$ cat config.mk
export PLATFORM = sky130hd
export DESIGN_NAME = mem_stage
export DESIGN_NICKNAME = d
export VERILOG_FILES = /design/src/rtl/mem_stage.sv
export SDC_FILE = /design/constraint.sdc
export NUM_CORES = 1
export LEC_CHECK = 0
export ABC_AREA = 1
export BUFFER_PORTS_ARGS = -buffer_cell sky130_fd_sc_hd__buf_4
export CORE_MARGIN = 1.5
export CORE_UTILIZATION = 45
export CTS_BUF_LIST = sky130_fd_sc_hd__clkbuf_2 sky130_fd_sc_hd__clkbuf_4 sky130_fd_sc_hd__clkbuf_8
export DETAILED_ROUTE_END_ITERATION = 7
export GPL_TIMING_DRIVEN = 0
export MAX_ROUTING_LAYER = met4
export PLACE_DENSITY = 0.8
export SLEW_MARGIN = 20
export SYNTH_ARGS = -nofsm -noshare
export SYNTH_HDL_FRONTEND = slang
export SYNTH_SLANG_ARGS = --single-unit
export TNS_END_PERCENT = 100
$ cat constraint.sdc
create_clock -name clk -period 3.57 [get_ports clk]
set_input_delay 0 -clock clk [delete_from_list [all_inputs] [get_ports clk]]
set_output_delay 0 -clock clk [all_outputs]
set_load 0.02 [all_outputs]
$ cat src/rtl/mem_stage.sv
// mem_stage: memory stage of the five-stage pipeline with the MEM/WB register.
// Issues word loads/stores over a req/ack handshake and freezes upstream while busy.
//
// Ports:
//   clk, rst_n        clock, synchronous active-low reset
//   WB_EN, MEM_R_EN,  EXE results: register write, load, store,
//   MEM_W_EN, ALU_Res,  byte address or ALU result, store data,
//   Val_Rm, Dest        destination register
//   mem_req, mem_we,  registered request to word memory
//   mem_addr, mem_wdata
//   mem_ack, mem_rdata  completion strobe and load data from memory
//   Mem_Stall         combinational freeze for PC/IF/ID/EXE
//   WB_EN_out, MEM_R_EN_out, ALU_Res_out, Mem_Data, Dest_out  MEM/WB register

module mem_stage #(
    parameter logic [31:0] BASE_ADDR = 32'd1024,
    parameter int unsigned ADDR_W    = 16
) (
    input  logic              clk,
    input  logic              rst_n,
    input  logic              WB_EN,
    input  logic              MEM_R_EN,
    input  logic              MEM_W_EN,
    input  logic [31:0]       ALU_Res,
    input  logic [31:0]       Val_Rm,
    input  logic [3:0]        Dest,
    output logic              mem_req,
    output logic              mem_we,
    output logic [ADDR_W-1:0] mem_addr,
    output logic [31:0]       mem_wdata,
    input  logic              mem_ack,
    input  logic [31:0]       mem_rdata,
    output logic              Mem_Stall,
    output logic              WB_EN_out,
    output logic              MEM_R_EN_out,
    output logic [31:0]       ALU_Res_out,
    output logic [31:0]       Mem_Data,
    output logic [3:0]        Dest_out
);

    typedef enum logic {
        IDLE = 1'b0,
        BUSY = 1'b1
    } state_t;

    typedef struct packed {
        logic        wb_en;
        logic        mem_r_en;
        logic [31:0] alu_res;
        logic [3:0]  dest;
    } exe_lat_t;

    state_t   state;
    state_t   state_nxt;
    exe_lat_t lat;

    logic        access;
    logic [31:0] offset;
    logic        addr_unused;

    assign access = MEM_R_EN | MEM_W_EN;
    assign offset = ALU_Res - BASE_ADDR;

    // Byte offset bits and bits beyond the word address are dropped.
    assign addr_unused = ^{offset[31:ADDR_W+2], offset[1:0]};

    always_comb begin
        state_nxt = state;
        Mem_Stall = 1'b0;
        if (rst_n) begin
            unique case (state)
                IDLE: begin
                    Mem_Stall = access;
                    if (access) state_nxt = BUSY;
                end
                BUSY: begin
                    Mem_Stall = !mem_ack;
                    if (mem_ack) state_nxt = IDLE;
                end
                default: ;
            endcase
        end
    end

    always_ff @(posedge clk) begin
        if (!rst_n) begin
            state        <= IDLE;
            lat          <= '0;
            mem_req      <= 1'b0;
            mem_we       <= 1'b0;
            mem_addr     <= '0;
            mem_wdata    <= '0;
            WB_EN_out    <= 1'b0;
            MEM_R_EN_out <= 1'b0;
            ALU_Res_out  <= '0;
            Mem_Data     <= '0;
            Dest_out     <= '0;
        end else begin
            state <= state_nxt;
            unique case (state)
                IDLE: begin
                    if (access) begin
                        // A store wins over a simultaneous load.
                        lat <= '{
                            wb_en:    WB_EN,
                            mem_r_en: MEM_R_EN & ~MEM_W_EN,
                            alu_res:  ALU_Res,
                            dest:     Dest
                        };
                        mem_req      <= 1'b1;
                        mem_we       <= MEM_W_EN;
                        mem_addr     <= offset[ADDR_W+1:2];
                        mem_wdata    <= Val_Rm;
                        WB_EN_out    <= 1'b0;
                        MEM_R_EN_out <= 1'b0;
                        ALU_Res_out  <= '0;
                        Mem_Data     <= '0;
                        Dest_out     <= '0;
                    end else begin
                        WB_EN_out    <= WB_EN;
                        MEM_R_EN_out <= 1'b0;
                        ALU_Res_out  <= ALU_Res;
                        Mem_Data     <= '0;
                        Dest_out     <= Dest;
                    end
                end
                BUSY: begin
                    if (mem_ack) begin
                        mem_req      <= 1'b0;
                        WB_EN_out    <= lat.wb_en;
                        MEM_R_EN_out <= lat.mem_r_en;
                        ALU_Res_out  <= lat.alu_res;
                        Mem_Data     <= lat.mem_r_en ? mem_rdata : 32'd0;
                        Dest_out     <= lat.dest;
                    end else begin
                        WB_EN_out    <= 1'b0;
                        MEM_R_EN_out <= 1'b0;
                        ALU_Res_out  <= '0;
                        Mem_Data     <= '0;
                        Dest_out     <= '0;
                    end
                end
                default: ;
            endcase
        end
    end

endmodule

Word-level counts from Yosys, hierarchy flattened:

Cells that the tools add are included.

* add/subtract/negate cells: 1
* $mul: 0
* divide/modulo/power cells: 0
* magnitude comparators: 0
* eq/ne operators: 2
* shift operators: 0
* multiplexer cells: 22
* bitwise gates (word level): 4
* reduce and logical (&&, ||, !) cells: 3

Operators by type and width (count)
* 32-bit two-way mux: 4
* 32-bit case mux with 2 select lines: 2
* 18-bit by 11-bit subtractor with 18-bit output (second input constant): 1
* 1-bit case mux with 2 select lines: 5
* 1-bit two-way mux: 8
* 4-bit two-way mux: 2
* 4-bit case mux with 2 select lines: 1
* 2-bit != test (second input constant): 2
* 2-bit AND reduction: 2
* 1-bit inverter: 2
* 1-bit AND: 1
* 1-bit zero test: 1
* 1-bit bitwise OR: 1

* register bits after elaboration: 159
* bits in latches: 0
* bits in writable memories: 0
* ROM bits: 0
* memories: 0

Depth between registers and ports, before layout:

* depth after elaboration: 3
* mapped depth: 9

Least setup slack after synthesis:

No wires, ideal clock.

* path type: reg-to-reg
* start point: register state
* end point: register mem_addr[13]
* arrival: 1.008 ns
* required time: 3.460 ns
* slack: 2.452 ns
* cell stages (with the launch flop): 10
* path buffers: 2
* period minus slack after synthesis: 1.118 ns
* cell sequence: dfxtp_1 > inv_2 > o21ai_1 > buf_4 > buf_4 > nor2_1 > nand2_1 > nand3_1 > nand2_1 > inv_1

* cells in the longest elaborated chain, start to end: 2

RTL lines
* from (decl): RTL line 53 `state_t state;`
* from (signal assigned): RTL line 99 `state <= state_nxt;`
* 1-bit inverter (no line)
* 2-bit AND reduction (no line)
* to (signal assigned): RTL line 112 `mem_addr <= offset[ADDR_W+1:2];`
* to (decl): RTL line 29 `output logic [ADDR_W-1:0] mem_addr,`

Every way passes these cells.
A chain may end at the register's enable or synchronous reset.

Final worst setup path:

* start point: register state
* end point: output Mem_Stall

* cells in the longest elaborated chain, start to end: 3

RTL lines
* 1-bit inverter (no line)
* 1-bit case mux with 2 select lines *: RTL line 71 `unique case (state)`
* 1-bit two-way mux *: RTL line 70 `if (rst_n) begin`
* to (decl): RTL line 33 `output logic Mem_Stall,`

Mark *: on every way between the ends. The rest lies on a longest branch, timed or not.

==> results.md <==
* Status: finished clean
* Io pins at 227
* R2r endpoint: Mem_Data[31]
* Initial Util at 46.2%
* Leakage power at 4.17 nW
* Critical path peak fanout at 10
* Reg area at 3020 um2
* CTS tree: yes
* Antenna Violating Nets Remaining at 0
* Main synth FF type: dfxtp_1
* Worst Path Required at 3.57 ns
* Tot Pwr at 3.87 mW
* Synth area leaders: dfxtp_1 57%, nor2_1 13%, o21ai_0 6.7%, a21oi_1 4.5%, nand2_1 4.4%
* Slowest cell on crit path: dfxtp_1
* Tmin final at 1.71 ns
* Final Core Density at 75.5%
* DR pass1 iterations at 6
* Pwr/cell area at 449 nW/um2
* Worst setup SP type: flop
* WHS Path Cells at 4
* Synth area leader: dfxtp_1
* Post-Place Worst Slack at 2.26 ns
* Critical path class: flop to output pin
* Total global-route track usage at 30.1%
* Post-synth cell types at 20
* Post-synth EDFFs at 0
* Seq/Total Area, Yosys at 57.3%
* Final net count at 1,124
* Commonest cells after routing, fill and taps aside: 243 x buf_4, 176 x nor2_1, 151 x dfxtp_1
* FP Rows at 39
* Root Buffer Master: clkbuf_8
* Die height at 111 um
* FF-to-FF setup slack at 1.96 ns
* # setup viols final at 0
* Max Clock Skew at 0.0120 ns
* Fillers at 817
* Initial DRC Count at 389
* WHS Endpoint: lat[21]
* Initial antenna violation count at 1
* Via density per instance at 4.87
* Final Cycle Share at 47.8%
* Warnings, synthesis at 0
* Synthesized area per cell at 7.93 um2
* GRT overflow at 0
* Detailed Route WL at 17,800 um
* Most used cell, CP: buf_2
* Worst path bufs/invs at 4
* Reg2Reg Depth at 5
* Post-route setup slack at 1.86 ns
* Worst Hold Class: input port to flop
* Actual slew at the worst max-slew pin at 0.667 ns
* Synth Register Bits at 151
* Hpwl dp at 10,400 um
* Synth Cell Area at 5270 um2
* Top cell type's share of synthesized area at 57.3%
* Port bufs at 226
* CP max stage delay at 0.35 ns
* Hold Fails Final Rpt at 0
* Pin count of the biggest net entering global routing at 17
* First-pass GRT wire length at 28,400 um
* RD Place Congestion at 0.817
* Syn Nets at 772
* Vias at 5,707
* Critical Path AT at 1.71 ns
* Max-slew violations at 0
* Crit path max-delay family: buffers and inverters
* Clock buffer depth at 2
* Routed WL per cell at 15.2 um
* Share of layout cells above drive strength 1 at 28.5%
* Synthesized instance count at 665
* Hold path start: MEM_R_EN
* Die span in x at 111 um
* Peak VDD IR at 0.297 mV
* CTS sink cnt at 151
* Area delta synth->final at 63.4%
* Maximum Capacitance Violations at 0
* Critical path, cell by cell: inv_2 -> buf_2 -> buf_2 -> a21oi_1 -> buf_4
* Die area at 12,400 um2
* Relative slew margins at 55.6%
* Clock slew at reported path FFs at 0.07 ns
* R2R Path Start: state
* Vias in the first global route at 5,755
* CP Capture Type: output pin
* Total core area at 11,400 um2
* Combined area of the multi-input logic cells at 1780 um2
* F_max at 586 MHz
* Most common cell after layout, fill and taps aside: buf_4
* Synth async-reset ratio at 0%
* Clock Latency Late Sink at 0.46 ns
* DRC violation count after routing at 0
* RSZ-0062 raised after global routing: false
* TNS Setup at 0 ns
* H-tree Lvls at 4
* Inserted Clock Buffers at 17
cell families (layout without fill, tap and decap cells):
group / count (synthesis) / after routing / synth area share [%]
AND/OR/NAND/NOR: 287 / 287 / 21.7
flip-flops: 151 / 151 / 57.3
AO/OA/AOI/OAI: 121 / 121 / 11.6
buffers and inverters: 104 / 468 / 8.97
adder cells (fa/ha/maj): 1 / 1 / 0.237
XOR/XNOR: 1 / 1 / 0.166
other: 0 / 1 / 0
timing repair:
item | 4_1_cts | 5_1_grt
endpoints found under the hold margin | 149 | 0
hold buffers | 107 | 0
buffers inserted | 0 | 0
gates resized for setup | 0 | 0
tightest hold or removal path: cells and delay by family:
kind	cells	cell delay [ns]
AND/OR/NAND/NOR	3	0.33
buffers and inverters	1	0.09
Yosys cell counts (2+ instances only):
cell type,instances
buf_4,17
a21oi_1,47
or2_2,2
clkbuf_1,20
nor2_1,176
inv_1,50
buf_2,15
nor3_1,4
o21ai_0,71
dfxtp_1,151
nand3_1,42
nand2_1,62
stage by stage:
stage / instances / hold slack [ns] / area (um2)
CTS: 1172 / 0.00132 / 8610
global route: 1173 / 0.0564 / 8620
finish: 1173 / 0.0184 / 8620
global placement: 1034 / 0.212 / 7150
floorplan: 665 / 0.112 / 5270
detailed placement: 1034 / 0.220 / 7150
flip-flops by register name (all words and copies together) (netlist names):
signal        flops
ALU_Res_out      32
Dest_out          4
MEM_R_EN_out      1
Mem_Data         32
WB_EN_out         1
lat              30
mem_addr         16
mem_req           1
mem_wdata        32
mem_we            1
state             1
how the worst max path moves through the flow:
stage / end / from / cells after the start
finish: Mem_Stall / state / 5
global route: Mem_Stall / state / 5
CTS: Mem_Stall / state / 5
detailed placement: mem_addr[15] / state / 9
global placement: mem_addr[13] / state / 9
floorplan: mem_addr[13] / state / 9
power breakdown:
part	total, mW	internal (mW)	leakage [nW]	switching [mW]
combinational	0.713	0.338	2.74	0.376
sequential	1.84	1.79	1.24	0.0519
clock	1.32	0.692	0.198	0.626
total	3.87	2.82	4.17	1.05
layout make-up:
type                       instances  share of cell area [%]
timing repair buffer             333                    32.1
buffer                            52                    3.22
clock inverter                     8                    1.13
sequential                       151                    35.1
multi-input combinational        410                    20.6
tap                              143                    2.08
clock buffer                      23                    3.46
inverter                          52                    2.27
antenna                            1                  0.0290
routing by layer:
metal  track usage (%)  wire length (um)  part of all wire (%)  vias to the layer above
met5                 -                 0                     0                        -
met2              53.5              9360                    52                      217
met4              15.9               728                   4.1                        0
li1                  -                 -                     -                     2789
met3              5.85               873                   4.9                       57
met1              31.4              6870                    39                     2644
No activity file was read; power rests on OpenSTA's default activity.
